<file path="src/rtl/uart_mem_loader.sv">
// uart_mem_loader: receives a framed image over UART (8N1), writes it
// word-by-word to IMEM/DMEM and then releases the CPU from reset.
// Frame: A5, N_lo, N_hi, 4*N data bytes (LE words) [, checksum].
// Define LOADER_CHECKSUM_EN to send and verify the trailing checksum.
// Ports: clk, rst (async, active-low), serial_in (UART RX),
//   mem_we/mem_addr/mem_din (write port), cpu_rst (active-high),
//   load_done (sticky), load_error (sticky until next sync byte).
module uart_mem_loader #(
  parameter int CLOCK_FREQ = 50_000_000,
  parameter int BAUD_RATE  = 115_200,
  parameter int ADDR_WIDTH = 14
) (
  input  logic                  clk,
  input  logic                  rst,
  input  logic                  serial_in,
  output logic                  mem_we,
  output logic [ADDR_WIDTH-1:0] mem_addr,
  output logic [31:0]           mem_din,
  output logic                  cpu_rst,
  output logic                  load_done,
  output logic                  load_error
);

  localparam int CPB  = CLOCK_FREQ / BAUD_RATE;
  localparam int HALF = CPB / 2;
  localparam int CW   = $clog2(CPB + 1);
  localparam int unsigned CAP = 32'(1) << ADDR_WIDTH;

  typedef enum logic [1:0] {
    RX_IDLE, RX_START, RX_DATA, RX_STOP
  } rx_t;

  typedef enum logic [2:0] {
    IDLE, CNT_LO, CNT_HI, DATA, CHECK, DONE
  } st_t;

  // ---------------- UART receiver ----------------
  logic          s1, s2, s3;
  rx_t           rx_q, rx_d;
  logic [CW-1:0] cnt_q, cnt_d;
  logic [2:0]    bit_q, bit_d;
  logic [7:0]    sh_q, sh_d;
  logic          vld_q, vld_d;
  logic          ferr_q, ferr_d;

  // s3 is the previous synchronised sample, used for edge detect
  always_ff @(posedge clk or negedge rst) begin
    if (!rst) begin
      s1     <= 1'b1;
      s2     <= 1'b1;
      s3     <= 1'b1;
      rx_q   <= RX_IDLE;
      cnt_q  <= '0;
      bit_q  <= '0;
      sh_q   <= '0;
      vld_q  <= 1'b0;
      ferr_q <= 1'b0;
    end else begin
      s1     <= serial_in;
      s2     <= s1;
      s3     <= s2;
      rx_q   <= rx_d;
      cnt_q  <= cnt_d;
      bit_q  <= bit_d;
      sh_q   <= sh_d;
      vld_q  <= vld_d;
      ferr_q <= ferr_d;
    end
  end

  always_comb begin
    rx_d   = rx_q;
    cnt_d  = cnt_q + 1'b1;
    bit_d  = bit_q;
    sh_d   = sh_q;
    vld_d  = 1'b0;
    ferr_d = 1'b0;
    unique case (rx_q)
      RX_IDLE: begin
        cnt_d = '0;
        if (s3 && !s2) rx_d = RX_START;
      end
      RX_START: begin
        // line high at mid start bit: treat as glitch
        if (cnt_q == CW'(HALF - 1)) begin
          cnt_d = '0;
          bit_d = '0;
          rx_d  = s2 ? RX_IDLE : RX_DATA;
        end
      end
      RX_DATA: begin
        if (cnt_q == CW'(CPB - 1)) begin
          cnt_d = '0;
          sh_d  = {s2, sh_q[7:1]};
          bit_d = bit_q + 1'b1;
          if (bit_q == 3'd7) rx_d = RX_STOP;
        end
      end
      RX_STOP: begin
        if (cnt_q == CW'(CPB - 1)) begin
          cnt_d  = '0;
          rx_d   = RX_IDLE;
          vld_d  = s2;
          ferr_d = !s2;
        end
      end
      default: rx_d = RX_IDLE;
    endcase
  end

  // ---------------- Frame loader ----------------
  st_t         st_q, st_d;
  logic [7:0]  nlo_q, nlo_d;
  logic [15:0] n_q, n_d;
  logic [15:0] widx_q, widx_d;
  logic [1:0]  bsel_q, bsel_d;
  logic [23:0] wsh_q, wsh_d;
  logic        we_d, done_d, err_d, crst_d;
  logic [ADDR_WIDTH-1:0] addr_d;
  logic [31:0] din_d;
  logic [15:0] n_new;
`ifdef LOADER_CHECKSUM_EN
  logic [7:0]  sum_q, sum_d;
`endif

  assign n_new = {sh_q, nlo_q};

  always_ff @(posedge clk or negedge rst) begin
    if (!rst) begin
      st_q       <= IDLE;
      nlo_q      <= '0;
      n_q        <= '0;
      widx_q     <= '0;
      bsel_q     <= '0;
      wsh_q      <= '0;
      mem_we     <= 1'b0;
      mem_addr   <= '0;
      mem_din    <= '0;
      load_done  <= 1'b0;
      load_error <= 1'b0;
      cpu_rst    <= 1'b1;
`ifdef LOADER_CHECKSUM_EN
      sum_q      <= '0;
`endif
    end else begin
      st_q       <= st_d;
      nlo_q      <= nlo_d;
      n_q        <= n_d;
      widx_q     <= widx_d;
      bsel_q     <= bsel_d;
      wsh_q      <= wsh_d;
      mem_we     <= we_d;
      mem_addr   <= addr_d;
      mem_din    <= din_d;
      load_done  <= done_d;
      load_error <= err_d;
      cpu_rst    <= crst_d;
`ifdef LOADER_CHECKSUM_EN
      sum_q      <= sum_d;
`endif
    end
  end

  always_comb begin
    st_d   = st_q;
    nlo_d  = nlo_q;
    n_d    = n_q;
    widx_d = widx_q;
    bsel_d = bsel_q;
    wsh_d  = wsh_q;
    we_d   = 1'b0;
    addr_d = mem_addr;
    din_d  = mem_din;
    done_d = load_done;
    err_d  = load_error;
    crst_d = cpu_rst;
`ifdef LOADER_CHECKSUM_EN
    sum_d  = sum_q;
`endif
    // DONE is terminal: the CPU is already running
    if (ferr_q && st_q != DONE) begin
      err_d = 1'b1;
      st_d  = IDLE;
    end else if (vld_q) begin
      unique case (st_q)
        IDLE: begin
          if (sh_q == 8'hA5) begin
            st_d  = CNT_LO;
            err_d = 1'b0;
`ifdef LOADER_CHECKSUM_EN
            sum_d = '0;
`endif
          end
        end
        CNT_LO: begin
          nlo_d = sh_q;
          st_d  = CNT_HI;
        end
        CNT_HI: begin
          n_d    = n_new;
          widx_d = '0;
          bsel_d = '0;
          if (32'(n_new) > CAP) begin
            err_d = 1'b1;
            st_d  = IDLE;
          end else if (n_new == '0) begin
`ifdef LOADER_CHECKSUM_EN
            st_d   = CHECK;
`else
            st_d   = DONE;
            done_d = 1'b1;
            crst_d = 1'b0;
`endif
          end else begin
            st_d = DATA;
          end
        end
        DATA: begin
          wsh_d  = {sh_q, wsh_q[23:8]};
          bsel_d = bsel_q + 1'b1;
`ifdef LOADER_CHECKSUM_EN
          sum_d  = sum_q + sh_q;
`endif
          if (bsel_q == 2'd3) begin
            we_d   = 1'b1;
            addr_d = ADDR_WIDTH'(widx_q);
            din_d  = {sh_q, wsh_q};
            widx_d = widx_q + 1'b1;
            if (17'(widx_q) + 17'd1 == 17'(n_q)) begin
`ifdef LOADER_CHECKSUM_EN
              st_d   = CHECK;
`else
              st_d   = DONE;
              done_d = 1'b1;
              crst_d = 1'b0;
`endif
            end
          end
        end
        CHECK: begin
`ifdef LOADER_CHECKSUM_EN
          if (sh_q == sum_q) begin
            st_d   = DONE;
            done_d = 1'b1;
            crst_d = 1'b0;
          end else begin
            err_d = 1'b1;
            st_d  = IDLE;
          end
`else
          st_d   = DONE;
          done_d = 1'b1;
          crst_d = 1'b0;
`endif
        end
        DONE: st_d = DONE;
        default: st_d = IDLE;
      endcase
    end
  end

endmodule
</file>
<file path="config.mk">
export PLATFORM = sky130hd
export DESIGN_NAME = uart_mem_loader
export DESIGN_NICKNAME = d
export VERILOG_FILES = /design/src/rtl/uart_mem_loader.sv
export SDC_FILE = /design/constraint.sdc
export NUM_CORES = 1
export LEC_CHECK = 0
export CAP_MARGIN = 20
export CORE_AREA = 4 4 168 170
export DETAILED_ROUTE_END_ITERATION = 10
export DIE_AREA = 0 0 172 174
export GPL_ROUTABILITY_DRIVEN = 1
export HOLD_SLACK_MARGIN = 0.15
export PLACE_DENSITY = 0.39
export SLEW_MARGIN = 20
export SYNTH_ARGS = -nofsm -noshare
export SYNTH_HDL_FRONTEND = slang
export SYNTH_SLANG_ARGS = --single-unit
</file>
<file path="constraint.sdc">
create_clock -name clk -period 6.27 [get_ports clk]
set_input_delay 0.9405 -clock clk [delete_from_list [all_inputs] [get_ports clk]]
set_output_delay 0.9405 -clock clk [all_outputs]
set_load 0.05 [all_outputs]
</file>
==> impl_metrics.ini <==
[clocking]
clkSlewWorstSetupHoldPaths_ns = 0.06
cts_tree = yes
holdBufCountCts = 0
clk_latency_ns = 0.42
h-tree-depth = 4
clock_sinks = 146
cts_made_buffers = 17
ctsResizeCount = 0
post_cts_buffers = 0
clk_path_buf_depth = 2
cts_root_buffer = clkbuf_16

[floorplanning]
dieArea_um2 = 29900
fp.dieW_um = 172
die_h_um = 174
rows = 60
core_um2 = 26700
ioPinCount = 53
start_util_pct = 24.8

[logic_synthesis]
synthArstFlopShare_pct = 100
syn_inst = 682
syn_avg_cell_area_um2 = 9.73
synth_ff_type = dfrtp_1
syn_nets = 692
synth_edf_count = 0
yosysSeqAreaShare_pct = 55.1
synth_top_area_share_pct = 53.5
synth_largest_area_cell = dfrtp_1
yosys_warnings = 0
synth-seq-cells = 146
synth_cell_types = 64
syn_area_um2 = 6640
synthTopCellsByArea = dfrtp_1, nand2_1, mux2_2, o21ai_0, xnor2_1

[pwr]
p_int_mw = 1.74
switchingPower_mw = 0.484
p_per_area_nw_per_um2 = 275
combPwrFrac_pct = 3.4
irDropWorstVdd_uv = 106
total_power_mw = 2.23
p_seq_share_pct = 44.6
leakagePower_nw = 3.88
switching_share_pct = 21.7
pwr-share-clk_pct = 51.9

[timing]
relSlewSlack_pct = 31.9
setup_viol = 0
rsz0062_at_grt = false
fin_ws_ns = 3.51
fmax_mhz = 362
final.setup.tns_ns = 0
min_period_over_period_pct = 44.0
final_hold_viol_count = 0
period_needed_ns = 2.76
slew_violations = 0
fin_worst_skew_ns = 0.0152
tightest_slew_ns = 1.02

[setup_path]
startpoint_type = register
criticalPathCategory = register to output pin
crit_buf_inv = 1
crit_arrival_ns = 1.82
cp-end-kind = output pin
timing.rr.start = st_q[0]
r2r-end = mem_din[25]
crit_slowest_cell = clkdlybuf4s50_1
reg2reg_setup_slack_ns = 3.65
cpPeakStageDelay_ns = 0.82
reg2reg_depth = 8
worstPathRequired_ns = 5.33
worst-path-max-fanout = 2
crit_family = buffers and inverters
crit_chain = clkdlybuf4s50_1

[detailed_routing]
drc = 0
drtIter0Drc = 198
via_per_inst = 4.52
routed_wl_um = 16500
wl_met1_um = 8130
wl_per_cell_um = 15.3
drtPass1Iterations = 5
ant_nets = 0
met2WireLength_um = 7620
met3_length_um = 615
vias = 4877
top_layer_used = met4

[final_layout]
layout.cells.non_filler = 1078
drive_above_1_share_pct = 12.3
nNetsFinal = 734
area_delta_synth_final_pct = 22.2
n_antenna_cell = 0
fill_cells = 2802
post-route-util_pct = 30.3

[run_status]
status = finished, final reports clean

[run]
cap_viol_max_count = 0

[grt]
grt_first_pass_wirelength_um = 28100
overflow = 0
grtUsageTotal_pct = 11.6
antenna_found_initial = 0
grt_max_degree = 78
grt_pass1_vias = 5185

[placed_design]
hpwl_um = 10900
dp_slack_ns = 3.64
io_buffers = 52
routabilityCongestion = 0.848
dp.cells = 1046

[min_path]
hold_depth = 0
hold_start = s1
hold_path.class = register to register
min_to = s2
## cells in the mapped netlist (all sizes together) (10+ instances only)
master  number
a21oi       14
buf         11
clkbuf      23
dfrtp      142
inv         12
mux2        33
nand2      230
nand3       17
nand4       11
nor2        29
nor3        10
o21ai       38
xnor2       18
## flip-flops by register name, summed over array words and instances (netlist names), 2 cells and up, named ones only
register / flops
cnt_q: 9
mem_din: 32
mem_addr: 14
widx_q: 16
sh_q: 8
bit_q: 3
st_q: 3
nlo_q: 8
n_q: 16
wsh_q: 24
bsel_q: 2
## layer usage
layer  up-vias  GRT usage, %
li1       2377             -
met1      2403          16.2
met2        85          18.2
met3        12          2.91
met4         0          2.98
met5         -             0
## per-stage QoR
stage	hold slack (ns)	area, um2
3_3_place_gp	0.347	7440
3_5_place_dp	0.347	7440
2_1_floorplan	0.345	6640
6_report	0.355	8110
4_1_cts	0.357	8110
5_1_grt	0.361	8110
## cells in the final DEF, fill, tap and decap left out, types with 8 or more instances in the layout
cell type and instances:
nand4_1 9, clkbuf_16 17, xor2_1 8, xnor2_1 18, nand3_1 17, inv_1 10, nor2_1 28, o21ai_0 34
dfrtp_1 142, mux2_2 33, nand2_1 229, a21oi_1 14, clkdlybuf4s50_1 51
## power by group through the flow
stage	registers, mW	clock network (mW)	logic (mW)
final	0.994	1.16	0.0765
after global routing	0.996	1.24	0.0932
after CTS	0.993	1.19	0.0801
after detailed placement	1.01	0	0.0792
after global placement	1.01	0	0.0754
after floorplan	1.00	0	0.0475
## final cells by class
type | count | area [um2] | share of cell area, %
flip-flops and latches | 146 | 3660 | 45.1
multi-input cells | 489 | 2750 | 33.9
repair buffers | 57 | 559 | 6.90
clock buffers | 18 | 429 | 5.29
well taps | 341 | 427 | 5.26
clock inverters | 14 | 235 | 2.90
inverters | 13 | 48.8 | 0.602
## worst max-delay path by stage
stage	startpoint	to	slack (ns)	cells past startpoint
2_1_floorplan	widx_q[1]	st_q[2]	4.06	8
3_3_place_gp	st_q[0]	mem_din[25]	3.64	8
3_5_place_dp	st_q[0]	mem_din[31]	3.64	8
4_1_cts	cpu_rst	cpu_rst	3.49	1
5_1_grt	st_q[0]	mem_din[26]	3.32	8
6_report	cpu_rst	cpu_rst	3.51	1
## logic make-up after synthesis
group                    after synthesis  synth area share (%)
AND/OR/NAND/NOR                      338                  22.9
flip-flops                           146                  55.1
AO/OA/AOI/OAI                         82                  7.67
buffers and inverters                 47                  3.54
multiplexers                          36                  6.05
XOR/XNOR                              26                  3.43
adder cells (fa/ha/maj)                7                  1.32
(Power assumes the default switching activity.)
